==> src/rtl/spi_sram_pkg.sv <==
// Shared types and constants for the SPI SRAM slave.
package spi_sram_pkg;

  typedef enum logic [3:0] {
    ST_IDLE,
    ST_CMD,
    ST_ADDR,
    ST_DUMMY,
    ST_RD,
    ST_WR,
    ST_RD_MODE,
    ST_WR_MODE,
    ST_ERR,
    ST_DONE
  } state_t;

  localparam logic [7:0] CMD_READ      = 8'h03;
  localparam logic [7:0] CMD_FAST_READ = 8'h0B;
  localparam logic [7:0] CMD_WRITE     = 8'h02;
  localparam logic [7:0] CMD_RDMR      = 8'h05;
  localparam logic [7:0] CMD_WRMR      = 8'h01;

  localparam logic [1:0] MODE_BYTE = 2'b00;
  localparam logic [1:0] MODE_PAGE = 2'b10;
  localparam logic [1:0] MODE_SEQ  = 2'b01;

  // Wide enough for the longest field: a 32-bit address or the CS delay.
  localparam int CNT_W = 6;

endpackage

==> src/rtl/spi_bit_counter.sv <==
// Loadable bit down-counter; tc flags the last bit of the current field.
module spi_bit_counter
  import spi_sram_pkg::*;
(
  input  logic             clk,
  input  logic             rst,
  input  logic             load,
  input  logic [CNT_W-1:0] load_val,
  input  logic             dec,
  output logic [CNT_W-1:0] count,
  output logic             tc
);

  // Load wins over decrement; count holds at zero until reloaded.
  always_ff @(posedge clk) begin
    if (rst) begin
      count <= '0;
    end else if (load) begin
      count <= load_val;
    end else if (dec && (count != '0)) begin
      count <= count - CNT_W'(1);
    end
  end

  assign tc = (count == '0);

endmodule

==> src/rtl/spi_sram_slave_ng.sv <==
// SPI mode-0 SRAM slave: command/address decode, byte/page/sequential access.
//
// state      | meaning
// -----------+---------------------------------------------------------
// ST_IDLE    | deselected, waiting for cs_n low on en
// ST_CMD     | shifting in the 8-bit opcode
// ST_ADDR    | shifting in the address
// ST_DUMMY   | FAST_READ dummy cycles, mosi ignored
// ST_RD      | streaming read data on en_fall, prefetching next byte
// ST_WR      | collecting write bytes, one SRAM write per byte
// ST_RD_MODE | shifting out {mode,6'b0} repeatedly
// ST_WR_MODE | first byte sets mode, later bytes ignored
// ST_ERR     | unknown opcode or early reselect, wait for deselect
// ST_DONE    | deselect guard time before the next command
module spi_sram_slave_ng
  import spi_sram_pkg::*;
#(
  parameter int         ADDR_BYTES = 3,
  parameter int         PAGE_BYTES = 32,
  parameter int         CS_DELAY   = 3,
  parameter int         DUMMY_BITS = 8,
  parameter logic [1:0] MODE_RESET = 2'b01,
  localparam int        ADDR_W     = 8 * ADDR_BYTES
) (
  input  logic              clk,
  input  logic              rst,
  input  logic              en,
  input  logic              en_fall,
  input  logic              cs_n,
  input  logic              mosi,
  output logic              miso,
  output logic              miso_oe,
  output logic [ADDR_W-1:0] mem_addr,
  output logic              mem_en,
  output logic              mem_wr,
  output logic [7:0]        mem_wdata,
  input  logic [7:0]        mem_rdata,
  output logic [1:0]        mode
);

  localparam int                SR_W      = ADDR_W - 1;
  localparam logic [ADDR_W-1:0] PAGE_MASK = ADDR_W'(PAGE_BYTES - 1);
  localparam logic [CNT_W-1:0]  CNT_BYTE  = CNT_W'(7);
  localparam logic [CNT_W-1:0]  CNT_CMD   = CNT_W'(6);
  localparam logic [CNT_W-1:0]  CNT_ADDR  = CNT_W'(ADDR_W - 1);
  localparam logic [CNT_W-1:0]  CNT_DUMMY = CNT_W'(DUMMY_BITS - 1);
  localparam logic [CNT_W-1:0]  CNT_DELAY = (CS_DELAY > 0) ? CNT_W'(CS_DELAY - 1) : '0;

  state_t            state;
  logic [SR_W-1:0]   sr;
  logic [ADDR_W-1:0] cur_addr;
  logic [7:0]        op;
  logic [7:0]        tx_sr;
  logic [7:0]        rbuf;
  logic              fetch_d1;
  logic              byte_done;

  logic              cnt_load;
  logic [CNT_W-1:0]  cnt_val;
  logic [CNT_W-1:0]  cnt;
  logic              tc;

  logic [7:0]        rx_byte;
  logic [ADDR_W-1:0] addr_full;
  logic [7:0]        rd_byte;
  logic              deselect;
  logic              is_mode_cmd;

  // The byte currently completing on this en includes the live mosi bit.
  assign rx_byte     = {sr[6:0], mosi};
  assign addr_full   = {sr, mosi};
  // Bypass the capture register when the SRAM answer is still on the bus.
  assign rd_byte     = fetch_d1 ? mem_rdata : rbuf;
  assign deselect    = cs_n && (state != ST_IDLE) && (state != ST_DONE);
  assign is_mode_cmd = (rx_byte == CMD_RDMR) || (rx_byte == CMD_WRMR);

  function automatic logic [ADDR_W-1:0] inc_addr(input logic [ADDR_W-1:0] a,
                                                 input logic [1:0]        m);
    logic [ADDR_W-1:0] p;
    p = a + ADDR_W'(1);
    if (m == MODE_PAGE) return (a & ~PAGE_MASK) | (p & PAGE_MASK);
    return p;
  endfunction

  // Pick the length of the next field whenever the current one ends.
  always_comb begin
    cnt_load = 1'b0;
    cnt_val  = CNT_BYTE;
    if (deselect) begin
      cnt_load = 1'b1;
      cnt_val  = CNT_DELAY;
    end else if (en) begin
      unique case (state)
        ST_IDLE: if (!cs_n) begin
          cnt_load = 1'b1;
          cnt_val  = CNT_CMD;
        end
        ST_CMD: if (tc) begin
          cnt_load = 1'b1;
          cnt_val  = is_mode_cmd ? CNT_BYTE : CNT_ADDR;
        end
        ST_ADDR: if (tc) begin
          cnt_load = 1'b1;
          cnt_val  = (op == CMD_FAST_READ) ? CNT_DUMMY : CNT_BYTE;
        end
        ST_DUMMY, ST_RD, ST_WR, ST_RD_MODE, ST_WR_MODE: if (tc) cnt_load = 1'b1;
        default: ;
      endcase
    end
  end

  spi_bit_counter u_bit_cnt (
    .clk      (clk),
    .rst      (rst),
    .load     (cnt_load),
    .load_val (cnt_val),
    .dec      (en),
    .count    (cnt),
    .tc       (tc)
  );

  // Protocol FSM with registered SRAM and serial outputs.
  always_ff @(posedge clk) begin
    if (rst) begin
      state     <= ST_IDLE;
      mode      <= MODE_RESET;
      miso      <= 1'b0;
      miso_oe   <= 1'b0;
      mem_en    <= 1'b0;
      mem_wr    <= 1'b0;
      mem_addr  <= '0;
      mem_wdata <= '0;
      sr        <= '0;
      cur_addr  <= '0;
      op        <= '0;
      tx_sr     <= '0;
      rbuf      <= '0;
      fetch_d1  <= 1'b0;
      byte_done <= 1'b0;
    end else begin
      mem_en   <= 1'b0;
      mem_wr   <= 1'b0;
      fetch_d1 <= mem_en && !mem_wr;
      if (fetch_d1) rbuf <= mem_rdata;

      if (deselect) begin
        // Partial bytes are dropped; a write already on the bus still completes.
        state     <= (CS_DELAY == 0) ? ST_IDLE : ST_DONE;
        miso      <= 1'b0;
        miso_oe   <= 1'b0;
        byte_done <= 1'b0;
      end else begin
        unique case (state)
          ST_IDLE: if (en && !cs_n) begin
            sr        <= {sr[SR_W-2:0], mosi};
            byte_done <= 1'b0;
            state     <= ST_CMD;
          end
          ST_CMD: if (en) begin
            sr <= {sr[SR_W-2:0], mosi};
            if (tc) begin
              op <= rx_byte;
              unique case (rx_byte)
                CMD_READ, CMD_FAST_READ, CMD_WRITE: state <= ST_ADDR;
                CMD_RDMR: state <= ST_RD_MODE;
                CMD_WRMR: state <= ST_WR_MODE;
                default:  state <= ST_ERR;
              endcase
            end
          end
          ST_ADDR: if (en) begin
            sr <= {sr[SR_W-2:0], mosi};
            if (tc) begin
              cur_addr <= addr_full;
              if (op == CMD_FAST_READ) begin
                state <= ST_DUMMY;
              end else if (op == CMD_READ) begin
                state    <= ST_RD;
                mem_en   <= 1'b1;
                mem_addr <= addr_full;
                cur_addr <= inc_addr(addr_full, mode);
              end else begin
                state <= ST_WR;
              end
            end
          end
          ST_DUMMY: if (en && tc) begin
            state    <= ST_RD;
            mem_en   <= 1'b1;
            mem_addr <= cur_addr;
            cur_addr <= inc_addr(cur_addr, mode);
          end
          ST_RD: begin
            if (en) begin
              // Prefetch on bit 1 so the next byte is ready for its first en_fall.
              if ((cnt == CNT_W'(1)) && (mode != MODE_BYTE)) begin
                mem_en   <= 1'b1;
                mem_addr <= cur_addr;
                cur_addr <= inc_addr(cur_addr, mode);
              end
              if (tc && (mode == MODE_BYTE)) byte_done <= 1'b1;
            end
            if (en_fall) begin
              if (byte_done) begin
                miso    <= 1'b0;
                miso_oe <= 1'b0;
              end else if (cnt == CNT_BYTE) begin
                miso    <= rd_byte[7];
                tx_sr   <= {rd_byte[6:0], 1'b0};
                miso_oe <= 1'b1;
              end else begin
                miso  <= tx_sr[7];
                tx_sr <= {tx_sr[6:0], 1'b0};
              end
            end
          end
          ST_RD_MODE: if (en_fall) begin
            miso_oe <= 1'b1;
            if (cnt == CNT_BYTE) begin
              miso  <= mode[1];
              tx_sr <= {mode[0], 7'b0};
            end else begin
              miso  <= tx_sr[7];
              tx_sr <= {tx_sr[6:0], 1'b0};
            end
          end
          ST_WR: if (en) begin
            sr <= {sr[SR_W-2:0], mosi};
            if (tc && !byte_done) begin
              mem_en    <= 1'b1;
              mem_wr    <= 1'b1;
              mem_addr  <= cur_addr;
              mem_wdata <= rx_byte;
              cur_addr  <= inc_addr(cur_addr, mode);
              if (mode == MODE_BYTE) byte_done <= 1'b1;
            end
          end
          ST_WR_MODE: if (en) begin
            sr <= {sr[SR_W-2:0], mosi};
            if (tc && !byte_done) begin
              mode      <= sr[6:5];
              byte_done <= 1'b1;
            end
          end
          ST_ERR: ;
          ST_DONE: if (en) begin
            if (!cs_n)   state <= ST_ERR;
            else if (tc) state <= ST_IDLE;
          end
          default: state <= ST_IDLE;
        endcase
      end
    end
  end

endmodule
==> config.mk <==
export PLATFORM = sky130hd
export DESIGN_NAME = spi_sram_slave_ng
export DESIGN_NICKNAME = d
export VERILOG_FILES = /design/src/rtl/spi_sram_pkg.sv /design/src/rtl/spi_bit_counter.sv /design/src/rtl/spi_sram_slave_ng.sv
export SDC_FILE = /design/constraint.sdc
export NUM_CORES = 1
export LEC_CHECK = 0
export BUFFER_PORTS_ARGS = -buffer_cell sky130_fd_sc_hd__buf_4
export CAP_MARGIN = 20
export CORE_MARGIN = 10
export CORE_UTILIZATION = 45
export CTS_BUF_LIST = sky130_fd_sc_hd__clkbuf_4 sky130_fd_sc_hd__clkbuf_8 sky130_fd_sc_hd__clkbuf_16
export DETAILED_ROUTE_END_ITERATION = 12
export PLACE_DENSITY = 0.62
export SLEW_MARGIN = 25
export SYNTH_ARGS = -nofsm -noshare
export SYNTH_HDL_FRONTEND = slang
export SYNTH_SLANG_ARGS = --single-unit
==> constraint.sdc <==
create_clock -name clk -period 3.4 [get_ports clk]
set_input_delay 0.51 -clock clk [delete_from_list [all_inputs] [get_ports clk]]
set_output_delay 0.51 -clock clk [all_outputs]
set_load 0.02 [all_outputs]
======== After elaboration in Yosys (flattened, before gate mapping) ========
Index checks and enable logic that the tools add are counted.
storage, ports and cells
  bits in registers ....................... 121
  input bits .............................. 14
  word-level logic and storage cells ...... 234
cells by class
  $add $sub $neg .......................... 3
  eq/ne operators ......................... 52
  muxes and demuxes ....................... 115
  bitwise logic cells ..................... 5
  reductions and logical operators ........ 42
operators with widths
  cell                   number
  $mux 24                24
  $pmux 24 s4            2
  $mux 1                 54
  $add 24x1->24 const B  2
  $mux 8                 6
  $or 24x5->24           2
  $mux 23                2
  $pmux 23 s2            1
  $mux 4                 10
  $ne 2x2->1 const B     20
  $reduce_and 9->1       4
  $ne 3x3->1 const B     9
  $eq 8x2->1 const B     3
  $mux 6                 4
  $pmux 4 s6             1
  $reduce_and 4->1       5
  $eq 4x3->1 const B     4
  $eq 8x4->1 const B     2
  $pmux 8 s2             1
  $pmux 4 s3             1
  $reduce_bool 4->1      3
  $reduce_and 11->1      1
  $mux 5                 2
  $pmux 5 s2             1
  other kinds (30)       53

======== Logic depth before layout (Yosys ltp) ========
  depth after elaboration ................. 15
  gate-level depth with buffers ........... 10
  mapped depth without buffers ............ 8

======== Hierarchy ========
From an unflattened synthesis, not the netlist that was laid out.
unflattened totals
  cell total of the unflattened synthesis .. 803
  area, all modules ....................... 6,394.9 um^2
by module, submodules not included
  module             instances  cells an instance  area an instance (um^2)
  spi_sram_slave_ng  1          761                6,023.3
  spi_bit_counter    1          42                 371.6

======== Least setup slack after synthesis ========
OpenSTA, ideal clock, no wires.
  kind .................................... register to register
  start point ............................. register op[4]
  end point ............................... register cur_addr[21]
  arrival ................................. 2.292 ns
  slack ................................... 0.990 ns
  stages on the path, launching flop included .. 9
  path buffers ............................ 2
  period minus slack after synthesis ...... 2.410 ns
  cell sequence ........................... dfxtp_1 > or4_1 > buf_2 > or4_4 > buf_6 > nor4_4 > xnor2_1 > o32ai_1 > a32o_2
on the way
  word-level cells in the longest chain between the ends .. 6
  elaborated cells on any way between the ends .. 7
  classes of those cells .................. eq/ne: 2; mux: 5
ends and longest elaborated chain
  element                 line                      RTL
  start, declared         spi_sram_slave_ng.sv:52   logic [7:0] op;
  start signal, assigned  spi_sram_slave_ng.sv:162  op <= rx_byte;
  $eq 8x2->1              spi_sram_slave_ng.sv:177  end else if (op == CMD_READ) begin
  $mux 24                 spi_sram_slave_ng.sv:177
  $mux 24 (*)             spi_sram_slave_ng.sv:175  if (op == CMD_FAST_READ) begin
  $mux 24 (*)             spi_sram_slave_ng.sv:173  if (tc) begin
  $mux 24 (*)             spi_sram_slave_ng.sv:171  ST_ADDR: if (en) begin
  $pmux 24 s4 (*)         spi_sram_slave_ng.sv:153  unique case (state)
  end signal, assigned    spi_sram_slave_ng.sv:174  cur_addr <= addr_full;
  end signal, assigned    spi_sram_slave_ng.sv:181  cur_addr <= inc_addr(addr_full, mode);
  end signal, assigned    spi_sram_slave_ng.sv:191  cur_addr <= inc_addr(cur_addr, mode);
  end, declared           spi_sram_slave_ng.sv:51   logic [ADDR_W-1:0] cur_addr;
Mark *: on every way between the ends. The rest lies on a longest branch, timed or not. The select of a mux whose other input is x is not followed.
A chain may end at the register's enable or synchronous reset.

======== Worst setup path after layout ========
  start point ............................. register state[2]
  end point ............................... register cur_addr[19]
on the way
  word-level cells in the longest chain between the ends .. 5
  elaborated cells on any way between the ends .. 19
  classes of those cells .................. eq/ne: 12; mux: 1; bitwise: 1; reduce/logical: 5
ends and longest elaborated chain
  element                                                   line                      RTL
  start, declared                                           spi_sram_slave_ng.sv:49   state_t state;
  start signal, assigned                                    spi_sram_slave_ng.sv:148  state <= (CS_DELAY == 0) ? ST_IDLE : ST_DONE;
  branches (longest 5 deep; another with $reduce_and 9->1)  -
Several ways; the timed one is not identified.

==> results_dict.tcl <==
set metrics [dict create \
    end_kind "flop" \
    ys.flop_type "dfxtp_1" \
    cp_slowest_stage_delay_ns 0.73 \
    regArea_um2 2402 \
    clockBufferDepth 2 \
    path_class "reg -> reg" \
    synth_top_area_share 0.3593 \
    yosys_warnings 0 \
    final.setup.worst_slack_ns 0.5795 \
    first_pass_iters 5 \
    core_um2 14530 \
    io_pins 52 \
    area_growth_syn_to_layout_pct 17.41 \
    min_period_ns 2.820 \
    drc 0 \
    fp.dieH_um 141.9 \
    antenna_cells 0 \
    dieArea_um2 20130 \
    critPathTopFamily "simple AND/OR/NAND/NOR gates" \
    crit_required_ns 3.71 \
    worstPathCellList "nor3b_1, nor2_2, nor2_1, or2_1, nor2_1, a211o_1" \
    gr-total-overflow 0 \
    post_cts_buffers 0 \
    initial_core_util 0.4600 \
    cts_hold_buf 0 \
    worst-r2r-cell-count 6 \
    r2r_start "state[2]$_SDFFE_PP0P_" \
    crit_path_max_fanout 17 \
    tightest_slew_ns 0.8662 \
    port_buffers 51 \
    synth_most_common_cell "nand2_1" \
    startpoint_type "flop" \
    post-place-ws_ns 0.6237 \
    finalSetupTns_ns 0 \
    num_rows 44 \
    synthTopCellsByArea "dfxtp_1 36%, nand2_1 8.8%, mux2i_1 6.7%" \
    cap_violations 0 \
    avgSynthCellArea_um2 7.588 \
    fmax_mhz 354.6 \
    crit_path_start "state[2]$_SDFFE_PP0P_" \
    postRouteWirelength_um 20200 \
    critical_path_depth 6 \
    ys_async_sr_fraction 0 \
    clock_skew_ns 0.007561 \
    nFillCells 1406 \
    final_nets 926 \
    synth_nets 902 \
    grt_use_total 0.1979 \
    final_hold_viol_count 0 \
    drive_above_1_share 0.1373 \
    yosysSeqAreaShare 0.3593 \
    r2r_end "cur_addr[19]$_SDFFE_PP0P_" \
    clockRootBuffer "clkbuf_16" \
    drtIter0Drc 561 \
    final_max_slew_viol_count 0 \
    chipWidth_um 141.9 \
    fin_crit_sh 0.8295 \
    ir_worst_vdd_mv 0.3200 \
    cpMostUsedCell "nor2_1" \
    htreeDepth 4 \
    clkSlewWorstSetupHoldPaths_ns 0.06 \
    relSlewSlack 0.4213 \
    cp.buffers_inverters 0 \
    routed-via-count 6511 \
    dp_hpwl_um 14090 \
    wl_per_cell_um 18.33 \
    grt_pass1_vias 6075 \
    multi_input_area_um2 3969 \
    rsz0062_at_grt "false" \
    worstPathArrival_ns 3.13 \
    power_leakage_nw 3.185 \
    yosys.area.top_type "dfxtp_1" \
    status "finished clean" \
    synth_common_cells "156 x nand2_1, 120 x dfxtp_1, 105 x nor2_1" \
    insertion_delay_ns 0.42 \
    synth_edf_count 0 \
    antenna_left 0 \
    ys_types 68 \
    grt_start_max_net_pins 55 \
    gp_routability_congestion 0.9383 \
    synth-seq-cells 120 \
    clock_sinks 120 \
    cts_tree "done" \
    crit_end "cur_addr[19]$_SDFFE_PP0P_" \
    stdcell_count 1102 \
    synth_area_um2 6685 \
    via_per_inst 5.908 \
    grt_pass1_wl_um 32350 \
    setup_viol 0 \
    hp-class "in -> reg" \
    grt_antenna_before_repair 0 \
    worst_path_max_delay_cell "dfxtp_1" \
    synth_cells 881 \
    cts_resized 0 \
    pwr_density_cell_nw_per_um2 549.9 \
    hold_ws_ns 0.3589 \
    place_inst 1070 \
    numCtsBuffers 17 \
    r2r_slack_ns 0.58 \
]
==> cells by family after synthesis <==
logic type / Yosys count / share of synthesized area
mux: 45 / 0.06738
flops: 120 / 0.3593
compound gates: 182 / 0.1771
fa+ha+maj: 7 / 0.01310
simple gates: 419 / 0.3002
xor+xnor: 26 / 0.03406
buf+inv: 82 / 0.04885
==> worst reg2reg max path: stages, from the launching register on <==
cell and delay [ns]:
dfxtp_1 0.73, nor3b_1 0.55, nor2_2 0.12, nor2_1 0.36, or2_1 0.47, nor2_1 0.19, a211o_1 0.29
==> per-stage QoR <==
stage	util	total power [mW]	instance area, um2
after floorplan	-	2.168	6685
after global placement	0.4964	2.376	7214
after detailed placement	0.4964	2.389	7214
after CTS	0.5400	4.332	7849
after global routing	0.5400	4.507	7849
final	0.5400	4.316	7849
==> worst min-delay path by stage <==
stage,from,endpoint,slack [ns],cells after the start
floorplan,op[2]$_SDFFE_PP0P_,op[2]$_SDFFE_PP0P_,0.45,2
global placement,mem_wr$_SDFF_PP0_,fetch_d1$_SDFF_PP0_,0.42,1
detailed placement,mem_wr$_SDFF_PP0_,fetch_d1$_SDFF_PP0_,0.43,1
CTS,mem_rdata[0],rbuf[0]$_SDFF_PP0_,0.35,3
global route,mem_rdata[1],rbuf[1]$_SDFF_PP0_,0.35,3
finish,mem_rdata[0],rbuf[0]$_SDFF_PP0_,0.36,3
==> flip-flops by register name, summed over array words and instances, names as in the netlist <==
name	count
cur_addr	24
mem_addr	24
sr	23
mem_wdata	8
op	8
rbuf	8
tx_sr	7
u_bit_cnt.count	6
state	4
mode	2
byte_done	1
fetch_d1	1
mem_en	1
mem_wr	1
miso	1
miso_oe	1
==> layout by cell type, fill, tap and decap left out, drive strengths merged, types with 6 or more instances in the layout <==
master / count
nand2: 156
dfxtp: 120
nor2: 106
a21oi: 73
buf: 73
mux2i: 45
nor3: 34
clkbuf: 23
nand3: 22
o21ai: 21
nor4: 18
xnor2: 17
a211oi: 15
inv: 14
nand4: 13
o211ai: 12
nand2b: 10
and3: 10
xor2: 9
nor2b: 8
a31oi: 8
or4: 8
ha: 7
nor3b: 6
o22ai: 6
o32ai: 6
or2: 6
==> cell type report <==
class	instances	area share
Multi-Input combinational cell	679	0.5057
Clock buffer	23	0.06233
Tap cell	184	0.02933
Inverter	14	0.006695
Sequential cell	120	0.3061
Timing Repair Buffer	73	0.07142
Clock inverter	9	0.01849
==> power breakdown <==
| part | switching [mW] | internal (mW) | total (mW) |
|---|---|---|---|
| Clock | 0.637 | 1.30 | 1.94 |
| Sequential | 0.109 | 1.45 | 1.56 |
| Combinational | 0.515 | 0.299 | 0.814 |
| Total | 1.26 | 3.06 | 4.32 |
==> per-layer routing <==
metal | vias to the layer above | routed length, um | GRT usage
met4 | 0 | 312 | 0.06885
met3 | 25 | 1499 | 0.04473
met1 | 3090 | 9501 | 0.2670
met5 | - | 0 | 0
met2 | 234 | 8881 | 0.3028
li1 | 3162 | - | -
No activity file was read; power rests on OpenSTA's default activity.
